$ cat src/rtl/pll_serial_rx_if.sv
// Serial programming lines of the 3-wire PLL interface (plus chip enable).
// The programmer drives the lines (master); the receiver samples them (slave).
interface pll_serial_rx_if;
    logic pll_sclk;
    logic pll_dat;
    logic pll_le;
    logic pll_ce;

    modport master (output pll_sclk, output pll_dat, output pll_le, output pll_ce);
    modport slave  (input  pll_sclk, input  pll_dat, input  pll_le, input  pll_ce);
endinterface

$ cat src/rtl/pll_serial_rx.sv
// PLL 3-wire serial receiver and shadow-register model.
// Oversamples sclk/dat/le/ce in the clk domain, shifts 32-bit words MSB first
// and commits them on the le rising edge into one of NUM_REGS shadow registers
// selected by the 3 LSB control bits.
// Optional build macro: PLL_RX_GLITCH_FILTER_EN -- when defined, synced sclk/le
// level changes must hold for 2 clk cycles before being accepted.
module pll_serial_rx #(
    parameter int SYNC_STAGES = 2,
    parameter int NUM_REGS    = 6
) (
    input  logic                     clk,
    input  logic                     rstn,
    pll_serial_rx_if.slave           pins,
    output logic [32*NUM_REGS-1:0]   reg_flat,
    output logic                     load_valid,
    output logic [2:0]               load_addr,
    output logic                     load_err,
    output logic [1:0]               err_code,
    output logic [5:0]               bit_count,
    output logic                     all_loaded
);

    // Line order inside the packed vectors: 0=sclk, 1=dat, 2=le, 3=ce.
    logic [3:0] pin_vec;
    logic [3:0] sync_reg [SYNC_STAGES];
    logic [3:0] line_s;
    logic [3:0] hist_reg;

    assign pin_vec = {pins.pll_ce, pins.pll_le, pins.pll_dat, pins.pll_sclk};

    genvar gi;
    generate
        for (gi = 0; gi < SYNC_STAGES; gi++) begin : g_sync
            if (gi == 0) begin : g_first
                // First synchronizer stage samples the asynchronous pins.
                always_ff @(posedge clk or negedge rstn) begin
                    if (!rstn) sync_reg[0] <= '0;
                    else       sync_reg[0] <= pin_vec;
                end
            end else begin : g_rest
                // Remaining stages resolve metastability.
                always_ff @(posedge clk or negedge rstn) begin
                    if (!rstn) sync_reg[gi] <= '0;
                    else       sync_reg[gi] <= sync_reg[gi-1];
                end
            end
        end
    endgenerate

    assign line_s = sync_reg[SYNC_STAGES-1];

    // Edge history: one extra flop per line behind the synchronizer.
    always_ff @(posedge clk or negedge rstn) begin
        if (!rstn) hist_reg <= '0;
        else       hist_reg <= line_s;
    end

    logic sclk_rise;
    logic le_rise;
    logic le_level;
    logic dat_bit;
    logic ce_level;
    logic unused_hist;

    assign ce_level    = line_s[3];
    assign unused_hist = hist_reg[3];

`ifdef PLL_RX_GLITCH_FILTER_EN
    logic sclk_filt_reg;
    logic le_filt_reg;

    // Accept a new sclk/le level only once two consecutive samples agree.
    always_ff @(posedge clk or negedge rstn) begin
        if (!rstn) begin
            sclk_filt_reg <= 1'b0;
            le_filt_reg   <= 1'b0;
        end else begin
            if (line_s[0] == hist_reg[0]) sclk_filt_reg <= line_s[0];
            if (line_s[2] == hist_reg[2]) le_filt_reg   <= line_s[2];
        end
    end

    assign sclk_rise = line_s[0] & hist_reg[0] & ~sclk_filt_reg;
    assign le_rise   = line_s[2] & hist_reg[2] & ~le_filt_reg;
    assign le_level  = le_filt_reg;
    // Edge is confirmed one cycle late, so take dat from the history flop to stay aligned.
    assign dat_bit   = hist_reg[1];
`else
    assign sclk_rise = line_s[0] & ~hist_reg[0];
    assign le_rise   = line_s[2] & ~hist_reg[2];
    assign le_level  = line_s[2];
    assign dat_bit   = line_s[1];
`endif

    logic [31:0]         shift_reg;
    logic [2:0]          ctrl;
    logic                len_ok;
    logic                ctrl_ok;
    logic                commit;
    logic                all_after;
    logic [NUM_REGS-1:0] mask_vec;

    assign ctrl      = shift_reg[2:0];
    assign len_ok    = (bit_count == 6'd32);
    assign ctrl_ok   = ({29'd0, ctrl} < 32'(NUM_REGS));
    assign commit    = ce_level & le_rise & len_ok & ctrl_ok;
    // Mask as it will look including the current write (only consulted for ctrl==0).
    assign all_after = &(mask_vec | NUM_REGS'(1));

    generate
        for (gi = 0; gi < NUM_REGS; gi++) begin : g_reg
            logic [31:0] data_reg;
            logic        written_reg;

            // Shadow register gi and its written flag update on a valid commit to it.
            always_ff @(posedge clk or negedge rstn) begin
                if (!rstn) begin
                    data_reg    <= '0;
                    written_reg <= 1'b0;
                end else if (commit && (ctrl == 3'(gi))) begin
                    data_reg    <= shift_reg;
                    written_reg <= 1'b1;
                end
            end

            assign reg_flat[32*gi +: 32] = data_reg;
            assign mask_vec[gi]          = written_reg;
        end
    endgenerate

    // Shift engine, frame evaluation and status outputs.
    always_ff @(posedge clk or negedge rstn) begin
        if (!rstn) begin
            shift_reg  <= '0;
            bit_count  <= '0;
            load_valid <= 1'b0;
            load_err   <= 1'b0;
            load_addr  <= '0;
            err_code   <= '0;
            all_loaded <= 1'b0;
        end else begin
            load_valid <= 1'b0;
            load_err   <= 1'b0;
            if (!ce_level) begin
                bit_count <= '0;
            end else if (le_rise) begin
                // le wins over a coincident sclk edge; that sclk edge is dropped.
                load_addr <= ctrl;
                bit_count <= '0;
                if (len_ok && ctrl_ok) begin
                    load_valid <= 1'b1;
                    if (ctrl == 3'd0 && all_after) all_loaded <= 1'b1;
                end else begin
                    load_err <= 1'b1;
                    err_code <= {~ctrl_ok, ~len_ok};
                end
            end else if (sclk_rise && !le_level) begin
                shift_reg <= {shift_reg[30:0], dat_bit};
                if (bit_count != 6'd63) bit_count <= bit_count + 6'd1;
            end
        end
    end

endmodule
$ cat src/flat_wrapper.sv
// flat-port wrapper written by rule: the top's interface ports become plain ports
module pll_serial_rx_flat 
#(
    parameter int SYNC_STAGES = 2,
    parameter int NUM_REGS    = 6
)
  (clk, rstn, reg_flat, load_valid, load_addr, load_err, err_code, bit_count, all_loaded, pins_pll_sclk, pins_pll_dat, pins_pll_le, pins_pll_ce);
  pll_serial_rx_if pins_i ();
  input  logic clk;
  input  logic rstn;
  output logic [32*NUM_REGS-1:0] reg_flat;
  output logic load_valid;
  output logic [2:0] load_addr;
  output logic load_err;
  output logic [1:0] err_code;
  output logic [5:0] bit_count;
  output logic all_loaded;
  input wire logic [$bits(pins_i.pll_sclk)-1:0] pins_pll_sclk;
  input wire logic [$bits(pins_i.pll_dat)-1:0] pins_pll_dat;
  input wire logic [$bits(pins_i.pll_le)-1:0] pins_pll_le;
  input wire logic [$bits(pins_i.pll_ce)-1:0] pins_pll_ce;
  assign pins_i.pll_sclk = pins_pll_sclk;
  assign pins_i.pll_dat = pins_pll_dat;
  assign pins_i.pll_le = pins_pll_le;
  assign pins_i.pll_ce = pins_pll_ce;
  pll_serial_rx #(.SYNC_STAGES(SYNC_STAGES), .NUM_REGS(NUM_REGS)) u_core (.clk(clk), .rstn(rstn), .pins(pins_i), .reg_flat(reg_flat), .load_valid(load_valid), .load_addr(load_addr), .load_err(load_err), .err_code(err_code), .bit_count(bit_count), .all_loaded(all_loaded));
endmodule
$ cat config.mk
export PLATFORM = sky130hd
export DESIGN_NAME = pll_serial_rx_flat
export DESIGN_NICKNAME = d
export VERILOG_FILES = /design/src/rtl/pll_serial_rx_if.sv /design/src/rtl/pll_serial_rx.sv /design/src/flat_wrapper.sv
export SDC_FILE = /design/constraint.sdc
export NUM_CORES = 1
export LEC_CHECK = 0
export CORE_MARGIN = 2
export CORE_UTILIZATION = 40
export CTS_BUF_LIST = sky130_fd_sc_hd__clkbuf_2 sky130_fd_sc_hd__clkbuf_4 sky130_fd_sc_hd__clkbuf_8
export DETAILED_ROUTE_END_ITERATION = 7
export PLACE_DENSITY = 0.73
export SLEW_MARGIN = 25
export SYNTH_ARGS = -nofsm -noshare
export SYNTH_HDL_FRONTEND = slang
export SYNTH_SLANG_ARGS = --single-unit
$ cat constraint.sdc
create_clock -name clk -period 2.7 [get_ports clk]
set_input_delay 0.54 -clock clk [delete_from_list [all_inputs] [get_ports clk]]
set_output_delay 0.54 -clock clk [all_outputs]
set_load 0.03 [all_outputs]
==> results by group <==
Outcome
  – Outcome: completed

Clock network
  – # clock sinks: 253
  – CTS tree: built
  – CTS Buf Count: 44
  – Clock latency on the worst-skew pair: 530 ps
  – Clock slew at reported path FFs: 60 ps
  – CTS Buffer Depth: 3
  – Post-CTS Hold Fix Bufs: 0
  – Setup bufs post-CTS: 0
  – Post-CTS sizing: 0
  – CTS root buf: clkbuf_8
  – CTS H-Tree Depth: 2

Synthesis
  – Post-synth EDFFs: 0
  – Area leader, netlist: dfrtp_1
  – Mapped Nets: 579
  – Syn Area/Cell: 16.8 sq um
  – Post-synthesis cell type count: 38
  – Synth area leaders: dfrtp_1 66%, mux2_1 16%, mux2_2 5.8%
  – Post-synthesis instance area: 9570 sq um
  – Area share of the largest cell type after synthesis: 0.661
  – YS warnings: 0
  – FF+latch count, synth: 253
  – Primary FF master, synth: dfrtp_1
  – Post-synthesis cell count: 571
  – Post-synth ARST share: 1.00
  – Sequential share of the synthesized area: 0.661

Global route
  – All-Layer GR Usage: 0.175
  – Largest net degree at the start of global routing: 93
  – First-pass GRT wire length: 35400 microns
  – Vias in the first global route: 6195
  – Global route total overflow: 0
  – Initial antenna violation count: 0

Die
  – Initial core utilization: 0.408
  – Cell row count: 56
  – CORE AREA: 23500 sq um
  – Chip width: 159 microns
  – Die Ht: 159 microns
  – Die area: 25200 sq um
  – I/O pin count: 212

Layout
  – Fraction of layout cells with a size suffix above 1: 0.219
  – Multi-input logic area: 3060 sq um
  – Syn-to-layout area delta: 37.2%
  – FILL cells: 1893
  – Largest register FFs: 192
  – Number of inserted diodes: 0
  – # nets final: 833
  – FF/Latch Area: 6330 sq um
  – Post-Layout Inst Area: 13100 sq um

STA
  – Hold_ws: 15.0 ps
  – Unrepaired setup endpoints after global routing: false
  – F_max: 434 MHz
  – Setup-failing EPs final: 0
  – Relative slew slack: 0.522
  – Setup TNS: 0 ps
  – Slew @ Worst Pin: 718 ps
  – Hold Fails Final Rpt: 0
  – Final Skew: 14.4 ps
  – Final min period: 2310 ps
  – Slew Viols, Final: 0
  – Final Cycle Share: 0.854

Detailed routing
  – Drt pass-1 iters: 6
  – Via count: 5658
  – Residual DRC: 0
  – DRT iter0 DRCs: 181
  – WL final: 21600 microns
  – Post-DRT Antenna Nets: 0
  – Via density: 4.81
  – Avg WL per Cell: 18.3 microns

Power
  – Int Pwr: 6230 uW
  – Comb pwr share: 0.041
  – Switching Fraction: 0.222
  – PD cells: 609 nW/um^2
  – Reg power frac: 0.493
  – Worst vdd ir: 445 uV
  – Static Leak: 0.00650 uW
  – Clock share of power: 0.466
  – Switch Pwr: 1780 uW

Setup path
  – CP max stage delay: 730 ps
  – Critical setup path kind: flop to primary output
  – Reg2Reg Depth: 7
  – Worst path slowest cell: clkdlybuf4s50_1
  – Buf+Inv Stages, Crit Path: 1
  – Setup crit end kind: primary output
  – Critical path, cell by cell: clkdlybuf4s50_1
  – Worst r2r src: u_core.bit_count[0]
  – Arr. time, crit path: 1770 ps
  – Reg-to-reg endpoint: u_core.g_reg[2].data_reg[4]
  – CP max FO: 9
  – CP delay by family, top: buffers and inverters
  – R2R setup slack: 670 ps
  – CP Launch Type: flop
  – Worst EP required: 2160 ps

Run
  – # Max-Cap Violations: 0

Placement
  – RD Place Congestion: 0.738
  – Placed cell areas: 12200 sq um
  – # port buffers: 211
  – Hpwl dp: 14300 microns

Min path
  – HP Class: input pin to async pin
[how the worst max path moves through the flow]
| stage | from | depth (start not counted) | to |
|---|---|---|---|
| 2_1_floorplan | u_core.bit_count[0] | 8 | u_core.g_reg[5].data_reg[10] |
| 3_3_place_gp | u_core.bit_count[0] | 7 | u_core.g_reg[2].data_reg[31] |
| 3_5_place_dp | u_core.bit_count[0] | 7 | u_core.g_reg[2].data_reg[31] |
| 4_1_cts | u_core.bit_count[4] | 1 | bit_count[4] |
| 5_1_grt | u_core.bit_count[4] | 1 | bit_count[4] |
| 6_report | u_core.bit_count[4] | 1 | bit_count[4] |
[kinds of logic (layout without fill, tap and decap cells)]
logic type               after synthesis  in the layout  share of synthesized area
multiplexers                         212            212                      0.259
flip-flops                           253            253                      0.661
AO/OA/AOI/OAI                         12             12                    0.00784
buffers and inverters                 30            317                     0.0191
adder cells (fa/ha/maj)                2              2                    0.00261
AND/OR/NAND/NOR                       62             62                     0.0501
[per-stage QoR]
step	util	power [uW]	cells	setup slack, ps
detailed placement	0.518	4350	1098	638
CTS	0.560	8130	1177	380
global route	0.560	8350	1177	322
global placement	0.518	4340	1098	672
floorplan	-	4150	571	678
finish	0.560	8010	1177	394
[Yosys cell counts, drive strengths merged, types with 2 or more instances]
master and number:
dfrtp 253, mux2 209, buf 27, and2 11, nand2b 10, nand3 8, and3 4, nor2b 4
a21oi 3, a31oi 3, inv 3, mux2i 3, nand4 3, nor3b 3, or2 3, a311oi 2
and3b 2, and4bb 2, ha 2, nand2 2, nand3b 2, nand4b 2, nor2 2, o21ai 2
[area by class of cell]
cell class / instances / share of cell area
Tap cell: 319 / 0.0304
Inverter: 3 / 0.000857
Timing Repair Buffer: 235 / 0.180
Multi-Input combinational cell: 288 / 0.233
Sequential cell: 253 / 0.482
Clock inverter: 4 / 0.00381
Clock buffer: 75 / 0.0705
[cell usage in the layout, fill, tap and decap left out, types with 3 or more instances in the layout]
cell	n
mux2_1	134
and2_1	10
inv_1	3
nor2b_1	4
mux2i_1	3
clkbuf_4	17
a21oi_1	3
or2_1	3
clkbuf_8	58
buf_4	19
buf_12	5
and3_1	3
dfrtp_1	253
nand3_1	7
mux2_4	26
a31oi_1	3
clkdlybuf4s50_1	210
mux2_2	49
nand2b_1	10
[power groups by stage]
stage                     combinational, uW  clock (uW)  sequential, uW
after floorplan                         132           0            4020
after global placement                  333           0            4010
after detailed placement                337           0            4020
after CTS                               338        3840            3950
after global routing                    359        4030            3960
final                                   328        3730            3950
[per-layer routing]
layer	track usage	share of wire
met2	0.294	0.48
met3	0.0473	0.059
met5	0	0
met4	0.0480	0.012
met1	0.225	0.45
No activity file was read; power rests on OpenSTA's default activity.
